**config.mk**
```make
export PLATFORM = sky130hd
export DESIGN_NAME = fighter_ai_ctrl
export DESIGN_NICKNAME = d
export VERILOG_FILES = /design/src/rtl/fighter_ai_ctrl.sv
export SDC_FILE = /design/constraint.sdc
export NUM_CORES = 1
export LEC_CHECK = 0
export ABC_AREA = 1
export BUFFER_PORTS_ARGS = -buffer_cell sky130_fd_sc_hd__buf_2
export CAP_MARGIN = 10
export CORE_MARGIN = 3
export CORE_UTILIZATION = 40
export CTS_CLUSTER_SIZE = 10
export DETAILED_ROUTE_END_ITERATION = 6
export HOLD_SLACK_MARGIN = 0.15
export PLACE_DENSITY = 0.68
export REMOVE_ABC_BUFFERS = 1
export SLEW_MARGIN = 20
export SYNTH_ARGS = -nofsm -noshare
export SYNTH_HDL_FRONTEND = slang
export SYNTH_SLANG_ARGS = --single-unit
```
**constraint.sdc**
```tcl
create_clock -name clk -period 3.35 [get_ports clk]
set_input_delay 0.67 -clock clk [delete_from_list [all_inputs] [get_ports clk]]
set_output_delay 0.67 -clock clk [all_outputs]
set_load 0.005 [all_outputs]
```
**src/rtl/fighter_ai_ctrl.sv**
```systemverilog
// AI opponent brain: drives move/jump strobes for a player_move from position feedback.
// Optional FIGHTER_AI_REACTIVE_EN adds opponent_jump_active and a retreat-on-enemy-jump reflex.
module fighter_ai_ctrl #(
  parameter int          POS_WIDTH   = 10,
  parameter int          NEAR_DIST   = 40,
  parameter int          FAR_DIST    = 120,
  parameter int          THINK_TICKS = 8,
  parameter int          JUMP_HOLD   = 2,
  parameter logic [15:0] LFSR_SEED   = 16'hACE1
) (
  input  logic                 clk,
  input  logic                 reset,
  input  logic                 SCEN,
  input  logic                 ai_enable,
  input  logic [POS_WIDTH-1:0] self_x,
  input  logic [POS_WIDTH-1:0] opponent_x,
  input  logic                 self_jump_active,
  input  logic                 self_x_lock,
`ifdef FIGHTER_AI_REACTIVE_EN
  input  logic                 opponent_jump_active,
`endif
  output logic                 move_left,
  output logic                 move_right,
  output logic                 jump,
  output logic [2:0]           ai_state
);

  localparam logic [2:0] S_IDLE     = 3'd0;
  localparam logic [2:0] S_THINK    = 3'd1;
  localparam logic [2:0] S_APPROACH = 3'd2;
  localparam logic [2:0] S_RETREAT  = 3'd3;
  localparam logic [2:0] S_JUMP     = 3'd4;
  localparam logic [2:0] S_COOLDOWN = 3'd5;

  localparam int CNT_MAX = (THINK_TICKS > JUMP_HOLD) ? THINK_TICKS : JUMP_HOLD;
  localparam int CNT_W   = (CNT_MAX > 2) ? $clog2(CNT_MAX) : 1;
  localparam logic [CNT_W-1:0] THINK_LOAD = CNT_W'(THINK_TICKS - 1);
  localparam logic [CNT_W-1:0] JUMP_LOAD  = CNT_W'(JUMP_HOLD - 1);
  localparam logic [POS_WIDTH-1:0] NEAR_V = POS_WIDTH'(NEAR_DIST);
  localparam logic [POS_WIDTH-1:0] FAR_V  = POS_WIDTH'(FAR_DIST);
  // An all-zero Galois LFSR would lock up, so a zero seed is replaced.
  localparam logic [15:0] SEED_EFF = (LFSR_SEED == 16'h0000) ? 16'h0001 : LFSR_SEED;

  logic [2:0]           r_state;
  logic [CNT_W-1:0]     r_cnt;
  logic [15:0]          r_lfsr;
  logic                 r_move_left, r_move_right, r_jump;

  logic                 w_toward_right;
  logic [POS_WIDTH-1:0] w_dist;
  logic                 w_cnt_zero;
  logic [CNT_W-1:0]     w_cnt_dec;
  logic [1:0]           w_r;
  logic [15:0]          w_lfsr_next;
  logic [2:0]           w_state_next;
  logic [CNT_W-1:0]     w_cnt_next;

  always_comb begin
    w_toward_right = (opponent_x >= self_x);
    w_dist         = w_toward_right ? (opponent_x - self_x) : (self_x - opponent_x);
    w_cnt_zero     = (r_cnt == '0);
    w_cnt_dec      = r_cnt - CNT_W'(1);
    w_r            = r_lfsr[1:0];
    w_lfsr_next    = {1'b0, r_lfsr[15:1]} ^ (r_lfsr[0] ? 16'hB400 : 16'h0000);
    w_state_next   = r_state;
    w_cnt_next     = w_cnt_dec;

    case (r_state)
      S_IDLE: begin
        w_state_next = S_THINK;
        w_cnt_next   = THINK_LOAD;
      end
      S_THINK: begin
        if (w_cnt_zero) begin
          if (w_dist > FAR_V) begin
            w_state_next = S_APPROACH;
          end else if (w_dist < NEAR_V) begin
            case (w_r)
              2'd2:    w_state_next = self_jump_active ? S_RETREAT : S_JUMP;
              2'd3:    w_state_next = S_COOLDOWN;
              default: w_state_next = S_RETREAT;
            endcase
          end else if (!w_r[0]) begin
            w_state_next = S_APPROACH;
          end else begin
            w_state_next = self_jump_active ? S_THINK : S_JUMP;
          end
          w_cnt_next = (w_state_next == S_JUMP) ? JUMP_LOAD : THINK_LOAD;
        end
      end
      S_APPROACH: begin
        if ((w_dist <= NEAR_V) || self_x_lock || w_cnt_zero) begin
          w_state_next = S_THINK;
          w_cnt_next   = THINK_LOAD;
        end
      end
      S_RETREAT: begin
        if ((w_dist >= FAR_V) || self_x_lock || w_cnt_zero) begin
          w_state_next = S_THINK;
          w_cnt_next   = THINK_LOAD;
        end
      end
      S_JUMP: begin
        if (w_cnt_zero) begin
          w_state_next = S_COOLDOWN;
          w_cnt_next   = THINK_LOAD;
        end
      end
      S_COOLDOWN: begin
        // Park at zero until the fighter has landed.
        if (w_cnt_zero) begin
          w_cnt_next = '0;
          if (!self_jump_active) begin
            w_state_next = S_THINK;
            w_cnt_next   = THINK_LOAD;
          end
        end
      end
      default: begin
        w_state_next = S_IDLE;
        w_cnt_next   = '0;
      end
    endcase

`ifdef FIGHTER_AI_REACTIVE_EN
    if (((r_state == S_THINK) || (r_state == S_APPROACH)) && opponent_jump_active &&
        (w_dist < NEAR_V)) begin
      w_state_next = S_RETREAT;
      w_cnt_next   = THINK_LOAD;
    end
`endif

    if (!ai_enable) begin
      w_state_next = S_IDLE;
      w_cnt_next   = '0;
    end
  end

  always_ff @(posedge clk) begin
    if (reset) begin
      r_state      <= S_IDLE;
      r_cnt        <= '0;
      r_lfsr       <= SEED_EFF;
      r_move_left  <= 1'b0;
      r_move_right <= 1'b0;
      r_jump       <= 1'b0;
    end else if (SCEN) begin
      r_state      <= w_state_next;
      r_cnt        <= w_cnt_next;
      r_lfsr       <= w_lfsr_next;
      // Direction is re-evaluated every tick from the live positions.
      r_move_left  <= ((w_state_next == S_APPROACH) && !w_toward_right) ||
                      ((w_state_next == S_RETREAT)  &&  w_toward_right);
      r_move_right <= ((w_state_next == S_APPROACH) &&  w_toward_right) ||
                      ((w_state_next == S_RETREAT)  && !w_toward_right);
      r_jump       <= (w_state_next == S_JUMP);
    end
  end

  assign move_left  = r_move_left;
  assign move_right = r_move_right;
  assign jump       = r_jump;
  assign ai_state   = r_state;

endmodule
```
==> results of run 1 <==
[synth_stat cells]
| cell | instances | share of area (%) |
|---|---|---|
| nand3b_1 | 3 | 0.79 |
| nor3_1 | 5 | 0.88 |
| nand2_1 | 147 | 19 |
| nand3_2 | 10 | 3.5 |
| o21ai_0 | 20 | 3.5 |
| nand3_4 | 1 | 0.61 |
| buf_6 | 1 | 0.39 |
| nand2_8 | 1 | 0.70 |
| a2111oi_0 | 1 | 0.31 |
| ha_1 | 21 | 9.2 |
| o21ai_2 | 3 | 0.92 |
| a21oi_1 | 26 | 4.6 |
| nor2_1 | 38 | 5.0 |
| inv_1 | 79 | 10 |
| buf_4 | 1 | 0.26 |
| buf_12 | 1 | 0.70 |
| inv_4 | 1 | 0.22 |
| fa_1 | 2 | 1.4 |
| o211ai_1 | 2 | 0.53 |
| o21bai_1 | 2 | 0.53 |
| xor2_1 | 6 | 1.8 |
| a21oi_2 | 1 | 0.31 |
| clkbuf_1 | 4 | 0.53 |
| o21ai_1 | 3 | 0.53 |
| inv_2 | 3 | 0.39 |
| clkinv_1 | 2 | 0.26 |
| or2_1 | 1 | 0.22 |
| nand2_4 | 2 | 0.79 |
| a21oi_4 | 1 | 0.57 |
| nand4_1 | 9 | 2.0 |
| buf_2 | 4 | 0.70 |
| nor2_4 | 2 | 0.79 |
| nor2_2 | 6 | 1.3 |
| a21boi_1 | 1 | 0.26 |
| nand3_1 | 30 | 5.3 |
| nand2_2 | 12 | 2.6 |
| dfxtp_1 | 25 | 18 |
| xnor2_1 | 1 | 0.31 |
[flip-flops by register name, indices dropped and copies added (netlist names)]
register / cells
r_lfsr: 16
jump: 1
move_left: 1
move_right: 1
ai_state: 3
r_cnt: 3
[cell families (layout without fill, tap and decap cells)]
logic type / Yosys count / after routing / share of synthesized area, %
simple gates: 267 / 267 / 43.8
buf+inv: 96 / 125 / 13.9
compound gates: 60 / 60 / 12.0
flops: 25 / 25 / 17.5
fa+ha+maj: 23 / 23 / 10.6
xor+xnor: 7 / 7 / 2.15
[power by group through the flow]
stage / Combinational, mW / Sequential, mW / Clock [mW]
global placement: 0.459 / 0.339 / 0
CTS: 0.469 / 0.333 / 0.184
floorplan: 0.357 / 0.335 / 0
finish: 0.473 / 0.333 / 0.180
detailed placement: 0.467 / 0.340 / 0
global route: 0.537 / 0.336 / 0.198
[layout make-up]
type	instances	area, um2
Inverter	85	322
Timing Repair Buffer	36	193
Fill cell	726	3720
Clock inverter	1	7.51
Tap cell	96	120
Multi-Input combinational cell	357	1960
Clock buffer	3	41.3
Sequential cell	25	500
[metal layers]
layer  up-vias  GRT usage, %  routed length, um
met5         -             0                  0
met4         0          2.04                 45
met3         4          2.17                242
met2        67          27.2               3000
met1      1279          21.6               3230
li1       1548             -                  -
[repair_timing]
| item | 4_1_cts | 5_1_grt |
|---|---|---|
| hold buffers | 0 | 0 |
| setup endpoints to repair | 0 | 2 |
| gates resized for setup | 0 | 3 |
[worst paths after layout]
| check | from | endpoint | slack, ns | cells past startpoint |
|---|---|---|---|---|
| worst max-delay path | self_x[0] | move_right$_SDFFE_PP0P_ | 0.34 | 25 |
| worst min-delay path | r_lfsr[6]$_SDFFE_PP1P_ | r_lfsr[6]$_SDFFE_PP1P_ | 0.47 | 2 |
| worst max register to register | r_cnt[0]$_SDFFE_PP0P_ | r_cnt[0]$_SDFFE_PP0P_ | 1.16 | 13 |
| worst min register to register | r_lfsr[6]$_SDFFE_PP1P_ | r_lfsr[6]$_SDFFE_PP1P_ | 0.47 | 2 |
[worst register-to-register path, cell delays in order, from the launching register on]
cell and delay [ns]:
dfxtp_1 0.34, inv_1 0.10, ha_1 0.16, inv_1 0.04, nor2_1 0.42, inv_1 0.19, nor2_1 0.16, nor2_1 0.06
nor2_1 0.11, nand2_1 0.06, o21ai_0 0.08, o211ai_1 0.11, o21ai_0 0.19, a21oi_1 0.08
[through the flow]
step / cell area, um2 / hold WS (ns) / setup slack [ns] / utilization (%) / instances
2_1_floorplan: 2780 / 0.429 / 0.464 / - / 467
3_5_place_dp: 3090 / 0.452 / 0.0283 / 45.0 / 599
3_3_place_gp: 3090 / 0.442 / 0.151 / 45.0 / 599
4_1_cts: 3140 / 0.467 / 0.305 / 45.7 / 603
6_report: 3150 / 0.466 / 0.337 / 45.8 / 603
5_1_grt: 3150 / 0.500 / 0.00512 / 45.8 / 603
[placed cells by master (no fill, tap or decap), drive strengths merged]
cell	instances
a2111oi	1
a21boi	1
a21oi	28
buf	36
clkbuf	3
clkinv	2
clkinvlp	1
dfxtp	25
fa	2
ha	21
inv	83
nand2	162
nand3	41
nand3b	3
nand4	9
nor2	46
nor3	5
o211ai	2
o21ai	26
o21bai	2
or2	1
xnor2	1
xor2	6
==> results.ini, run 1 <==
[timing]
max_clock_freq_mhz = 332
finalSetupViolations = 0
grt_setup_unrepaired = no
hold_viol_final = 0
worst_slew_pin_slew_ns = 0.544
fin_crit_ns = 3.01
slew_headroom_pct = 63.6
maxSlewViolCount = 0
fin_crit_sh_pct = 89.9
fin_skew_ns = 0.00362
timing.setup.tns_ns = 0

[worst_setup_path]
critPathRequiredTime_ns = 3.56
cp_data_arrival_time_ns = 3.22
slowest_stage = fa_1
cpPeakStageDelay_ns = 0.38
endpoint_kind = flop
cp-start-kind = input pin
crit_path_frequent_cell = nand2_1
path_buf_inv = 4
cp_max_fo = 4
critPathKind = input pin to flop
crit_family = simple AND/OR/NAND/NOR gates

[clock_network]
clock_path_buffers = 2
cts-root-buf = clkbuf_8
h-tree-depth = 1
cts_setup_buffers = 0
numClockSinks = 25
insertion_delay_ns = 0.27
cts_tree = yes
path_clk_slew_ns = 0.09
numCtsBuffers = 3

[final_layout]
nets = 557
diodes = 0
layout-drive-gt1-share_pct = 16.8
syn_to_final_growth_pct = 10.3

[route]
vias_per_cell = 4.81
firstDrtPassIters = 4
drt-total-wl_um = 6510
dr_total_vias = 2898
ant_nets = 0
drcViolationCount = 0
drt_iter0_drc = 130
wire_per_inst_um = 10.8

[synthesis]
ys_ff_latch = 25
synth.distinct_cells = 38
syn_area_um2 = 2850
synth_cells = 478
yosysWarningCount = 0
ys_seq_area_share_pct = 17.5
syn_avg_cell_area_um2 = 5.97

[die]
rows = 30
start_util_pct = 41.5
die_y_um = 90.5
num_io_pins = 32
fp.dieW_um = 90.5
die_area_um2 = 8180
core_um2 = 6870

[pwr]
leakage_nw = 1.71
fin_total_pwr_mw = 0.985
sw_frac_of_total_pct = 42.0
switchingPower_mw = 0.414
power_frac_clock_pct = 18.2
internal_power_mw = 0.571
seqPwrFrac_pct = 33.8
vdd_drop_max_mv = 0.153
power_density_nw_per_um2 = 313
p_comb_share_pct = 48.0

[placed_design]
port_buffers = 31
hpwl_um = 5340
gp_congestion = 0.926

[global_routing]
antenna_found_initial = 0
grt_pass1_vias = 2618
track_usage_pct = 15.8
grt_pass1_wl_um = 11200
grt-ovfl-total = 0
grt_max_degree = 27

[worst_hold_path]
hold_path.class = flop to flop

[flow_run]
maxCapViolations = 0

[outcome]
status = finished, final reports clean

Power figures use the tool's default switching activity.
==> run 2, diff against run 1 <==
GPL_TIMING_DRIVEN = 0   (was not set)
==> results.ini, run 2 (synthesized netlist as in run 1, its figures left out) <==
[final_layout]
diodes = 0  ; unchanged
final_cell_mix = 146 x nand2_1, 79 x inv_1, 37 x nor2_1, 31 x buf_2, 30 x nand3_1
nFillCells = 752  ; +3.6%
layout_commonest_cell = nand2_1
nets = 554  ; -0.54%
seq_area_um2 = 500  ; unchanged
layout-drive-gt1-share_pct = 16.5  ; -0.30 points
syn_to_final_growth_pct = 10.0
multiInputGateArea_um2 = 1970  ; +0.26%
largest_register_ffs = 16  ; unchanged
regMostFlops = r_lfsr

[clock_network]
h-tree-depth = 1  ; unchanged
numCtsBuffers = 3  ; unchanged
cts_tree = yes
cts-root-buf = clkbuf_8
clock_path_buffers = 2  ; unchanged
path_clk_slew_ns = 0.08  ; about the same
cts-hold-fix-buffers = 0  ; unchanged
numClockSinks = 25  ; unchanged
insertion_delay_ns = 0.26  ; about the same

[die]
die_y_um = 90.5  ; unchanged
fp.dieW_um = 90.5  ; unchanged
rows = 30  ; unchanged
num_io_pins = 32  ; unchanged
core_um2 = 6870  ; unchanged
start_util_pct = 41.5  ; unchanged
die_area_um2 = 8180  ; unchanged

[worst_hold_path]
hold_path.class = flop to flop
worstHoldPathCells = 2  ; unchanged

[placed_design]
dp_slack_ns = -0.0472  ; -0.0754 ns
port_buffers = 31  ; unchanged
gp_congestion = 0.944  ; +1.9%
hpwl_um = 5290  ; -1.1%

[global_routing]
grt_max_degree = 28  ; +3.7%
track_usage_pct = 15.6  ; -0.23 points
antenna_found_initial = 0  ; unchanged
grt_pass1_wl_um = 11100  ; -1.1%
grt_pass1_vias = 2661  ; +1.6%
grt-ovfl-total = 0  ; unchanged

[pwr]
vdd_drop_max_mv = 0.141  ; -7.9%
fin_total_pwr_mw = 0.976  ; -0.95%
power_density_nw_per_um2 = 311  ; -0.67%
sw_frac_of_total_pct = 41.4  ; -0.61 points
switchingPower_mw = 0.404  ; -2.4%
seqPwrFrac_pct = 34.1  ; +0.3 points
leakage_nw = 1.70  ; -0.50%
internal_power_mw = 0.572  ; about the same
p_comb_share_pct = 48.3  ; +0.3 points
power_frac_clock_pct = 17.6  ; -0.6 points

[timing]
fin_crit_ns = 3.03  ; +0.0153 ns
fin_crit_sh_pct = 90.4  ; +0.46 points
finalSetupViolations = 0  ; unchanged
fin_skew_ns = 0.00125  ; -0.00237 ns
worst_slew_pin_slew_ns = 0.648  ; +0.105 ns
max_clock_freq_mhz = 330  ; -0.50%
hold_viol_final = 0  ; unchanged
slew_headroom_pct = 56.5  ; -7.1 points
maxSlewViolCount = 0  ; unchanged
grt_setup_unrepaired = no
setup_ws_ns = 0.322  ; -0.0153 ns

[route]
drt_iter0_drc = 113  ; -13%
drcViolationCount = 0  ; unchanged
drt-total-wl_um = 6330  ; -2.9%
vias_per_cell = 4.77  ; -0.68%
wire_per_inst_um = 10.5  ; -2.4%
ant_nets = 0  ; unchanged
firstDrtPassIters = 4  ; unchanged
dr_total_vias = 2864  ; -1.2%

[worst_setup_path]
critPathKind = input pin to flop
cp-start-kind = input pin
critPathRequiredTime_ns = 3.55  ; about the same
r2r_slack_ns = 1.17  ; about the same
reg2regPathDepth = 13  ; unchanged
cp_max_fo = 7  ; +3
cp_data_arrival_time_ns = 3.23  ; about the same
endpoint_kind = flop

[flow_run]
maxCapViolations = 0  ; unchanged

[outcome]
status = finished, final reports clean

-- run 2: changes by cell type in the layout (fill, tap and decap cells not counted), sizes merged --
cell / previous run / this run
buf: 36 / 33
clkbuf: 3 / 4
clkinvlp: 1 / 0
-- run 2: through the flow --
stage | setup TNS (ns) | instance area (um2) | utilization (%) | cells | hold WS, ns
global route | 0 | 3140 | 45.7 | 600 | 0.484
CTS | 0 | 3100 | 45.1 | 598 | 0.472
global placement | 0 | 3050 | 44.5 | 594 | 0.442
detailed placement | -0.0828 | 3050 | 44.5 | 594 | 0.453
finish | 0 | 3140 | 45.7 | 600 | 0.463
floorplan | 0 | 2780 | - | 467 | 0.429
-- run 2: layout make-up --
type,instances,area share [%]
repair buffers,33,5.82
inverters,85,10.2
clock buffers,4,1.44
multi-input cells,357,62.7
well taps,96,3.83
flip-flops and latches,25,15.9
-- run 2: worst max-delay path, stage by stage --
cell and delay (ns):
buf_2 0.09, inv_1 0.04, ha_1 0.42, nand2_2 0.12
nor2_1 0.18, nand3_2 0.09, nand2_2 0.13, a21oi_4 0.07
buf_4 0.17, nand2_1 0.05, nand2_1 0.08, o21ai_2 0.16
nand3_2 0.13, nand2_1 0.08, nand2_1 0.09, nand2_1 0.08
nand2_1 0.05, nand2_1 0.10, nand2_1 0.09, o21bai_1 0.14
nand3_1 0.09, a21oi_1 0.13
-- run 2: routing by layer --
| layer | vias up | wire, um | GRT usage [%] |
|---|---|---|---|
| li1 | 1544 | - | - |
| met1 | 1275 | 2950 | 19.3 |
| met2 | 45 | 3190 | 29.7 |
| met3 | 0 | 190 | 1.92 |
| met4 | 0 | 0 | 1.28 |
| met5 | - | 0 | 0 |
-- run 2: worst paths after layout --
check                          from                     end
max                       self_x[2]  move_left$_SDFFE_PP0P_
min          r_lfsr[7]$_SDFFE_PP1P_  r_lfsr[7]$_SDFFE_PP1P_
max reg2reg   r_cnt[0]$_SDFFE_PP0P_   r_cnt[0]$_SDFFE_PP0P_
min reg2reg  r_lfsr[7]$_SDFFE_PP1P_  r_lfsr[7]$_SDFFE_PP1P_
-- run 2: repair_timing --
action                     4_1_cts  5_1_grt
setup endpoints to repair        0        2
resized for setup                0        5
setup buffers                    0        2
-- run 2: power by group through the flow --
stage / clock (mW) / combinational, mW / sequential (mW)
after global placement: 0 / 0.446 / 0.339
after floorplan: 0 / 0.357 / 0.335
after CTS: 0.177 / 0.460 / 0.333
after detailed placement: 0 / 0.458 / 0.340
final: 0.172 / 0.471 / 0.333
after global routing: 0.189 / 0.538 / 0.335
==> run 3, diff against run 2 <==
ABC_CLOCK_PERIOD_IN_PS = 3350   (was not set)
CORE_UTILIZATION = 34   (was 40)
PLACE_DENSITY = 0.61   (was 0.68)
==> results.ini, run 3 (synthesized netlist as in run 1, its figures left out) <==
[clock_network]
insertion_delay_ns = 0.26  ; about the same
numCtsBuffers = 3  ; unchanged
cts-hold-fix-buffers = 0  ; unchanged
h-tree-depth = 1  ; unchanged
cts-root-buf = clkbuf_8
path_clk_slew_ns = 0.08  ; about the same
clock_path_buffers = 2  ; unchanged
cts_tree = yes
numClockSinks = 25  ; unchanged

[die]
die_y_um = 97.6  ; +7.9%
fp.dieW_um = 97.6  ; +7.9%
rows = 32  ; +6.7%
core_um2 = 7930  ; +15%
die_area_um2 = 9530  ; +16%
num_io_pins = 32  ; unchanged
start_util_pct = 36.0  ; -5.5 points

[worst_setup_path]
cp_max_fo = 4  ; -3
path_buf_inv = 3  ; unchanged
reg2regPathDepth = 13  ; unchanged
crit_family = simple AND/OR/NAND/NOR gates
crit_cells = 19  ; -14%
critPathRequiredTime_ns = 3.50  ; -0.05 ns
cp_cell_sequence = buf_2 -> inv_1 -> ha_1 -> fa_1 -> inv_1 -> nand2_1 -> nand2_1 -> nand3_1 -> nand3_1 -> nand2_1 -> nand2_1 -> nand2_1 -> nor2_4 -> nand3_2 -> nor3_1 -> o21ai_1 -> nand3b_1 -> o21ai_1 -> a21oi_1
critPathKind = input pin to flop
endpoint_kind = flop
crit_path_frequent_cell = nand2_1
slowest_stage = fa_1
cp_data_arrival_time_ns = 3.18  ; -0.05 ns
cpPeakStageDelay_ns = 0.36  ; -0.06 ns
cp-start-kind = input pin

[global_routing]
antenna_found_initial = 0  ; unchanged
grt_pass1_wl_um = 11400  ; +2.4%
met1_usage_pct = 18.3  ; -1.0 points
grt-ovfl-total = 0  ; unchanged
grt_pass1_vias = 2634  ; -1.0%
grt_max_degree = 28  ; unchanged
met3_usage_pct = 2.01  ; +0.093 points
grtUsageMet2_pct = 23.6  ; -6.1 points
grt_most_used_layer = met2
track_usage_pct = 13.6  ; -2.0 points

[route]
vias_per_cell = 4.70  ; -1.5%
wire_per_inst_um = 10.7  ; +1.2%
ant_nets = 0  ; unchanged
firstDrtPassIters = 4  ; unchanged
drt_iter0_drc = 143  ; +27%
drcViolationCount = 0  ; unchanged
dr_total_vias = 2848  ; -0.56%
drt-total-wl_um = 6470  ; +2.3%

[timing]
slew_headroom_pct = 53.7  ; -2.8 points
setup_ws_ns = 0.318  ; -0.00329 ns
grt_setup_unrepaired = no
hold_viol_final = 0  ; unchanged
maxSlewViolCount = 0  ; unchanged
max_clock_freq_mhz = 330  ; -0.11%
fin_crit_sh_pct = 90.5  ; +0.098 points
finalSetupViolations = 0  ; unchanged
worst_slew_pin_slew_ns = 0.690  ; +0.0415 ns
fin_skew_ns = 0.00207  ; +0.000817 ns
fin_crit_ns = 3.03  ; +0.00329 ns

[pwr]
fin_total_pwr_mw = 0.967  ; -0.89%
leakage_nw = 1.70  ; -0.28%
power_density_nw_per_um2 = 310  ; -0.37%
vdd_drop_max_mv = 0.168  ; +19%

[final_layout]
stdcell_area_um2 = 3120  ; -0.52%
nFillCells = 866  ; +15%
final_cell_mix = 147 x nand2_1, 79 x inv_1, 38 x nor2_1, 31 x buf_2, 30 x nand3_1
layout_commonest_cell = nand2_1
syn_to_final_growth_pct = 9.43
nets = 554  ; unchanged
diodes = 0  ; unchanged
layout-drive-gt1-share_pct = 15.7  ; -0.79 points
regMostFlops = r_lfsr
largest_register_ffs = 16  ; unchanged

[flow_run]
maxCapViolations = 0  ; unchanged

[worst_hold_path]
worstHoldPathCells = 2  ; unchanged
hold_path.class = flop to flop

[placed_design]
dp_slack_ns = -0.0407  ; +0.00650 ns
placed_cell_area_um2 = 3060  ; +0.25%
gp_congestion = 0.881  ; -6.7%
port_buffers = 31  ; unchanged
hpwl_um = 5270  ; -0.27%

[outcome]
status = finished, final reports clean

-- run 3: cell types whose count changed in the layout (fill, tap and decap cells not counted) --
cell and delta:
fa_1 +1, buf_4 +1, o21ai_1 +1, nor2_1 +1, buf_12 -1, nor2_2 -1
nand2_2 -1, o21ai_2 -1, nand2_1 +1, fa_2 -1
-- run 3: final timing paths --
| path | startpoint | endpoint | slack (ns) |
|---|---|---|---|
| worst max-delay path | self_x[0] | r_cnt[1]$_SDFFE_PP0P_ | 0.32 |
| worst min-delay path | r_lfsr[6]$_SDFFE_PP1P_ | r_lfsr[6]$_SDFFE_PP1P_ | 0.46 |
| worst max register to register | r_cnt[0]$_SDFFE_PP0P_ | r_cnt[0]$_SDFFE_PP0P_ | 1.11 |
| worst min register to register | r_lfsr[6]$_SDFFE_PP1P_ | r_lfsr[6]$_SDFFE_PP1P_ | 0.46 |
-- run 3: power breakdown --
part	internal, mW	switching, mW
Clock	0.0848	0.0853
Sequential	0.317	0.0154
Combinational	0.165	0.299
Total	0.567	0.400
-- run 3: worst min-delay path, delay by kind of cell (launching register included) --
family,cells,cell delay [ns]
flip-flops,1,0.33
AND/OR/NAND/NOR,2,0.10
-- run 3: what timing repair did --
| item | in CTS | in global routing |
|---|---|---|
| endpoints found under the setup margin | 0 | 2 |
| buffers inserted | 0 | 2 |
| gates resized for setup | 0 | 1 |
-- run 3: final cells by class --
type | count | area, um2 | area share, %
Multi-Input combinational cell | 357 | 1960 | 62.7
Inverter | 85 | 322 | 10.3
Tap cell | 102 | 128 | 4.09
Clock buffer | 4 | 45.0 | 1.44
Sequential cell | 25 | 500 | 16.0
Timing Repair Buffer | 33 | 170 | 5.45
-- run 3: metrics by stage --
stage	instances	utilization [%]	hold slack [ns]	TNS [ns]
6_report	606	39.4	0.460	0
3_3_place_gp	600	38.6	0.444	-0.0128
5_1_grt	606	39.4	0.496	0
3_5_place_dp	600	38.6	0.444	-0.0812
4_1_cts	604	39.2	0.465	0
2_1_floorplan	467	-	0.429	0
-- run 3: routing by layer --
layer | wire length [um] | vias to the layer above
met3 | 213 | 6
met4 | 46 | 0
met1 | 3140 | 1252
li1 | - | 1544
met2 | 3070 | 46
met5 | 0 | -
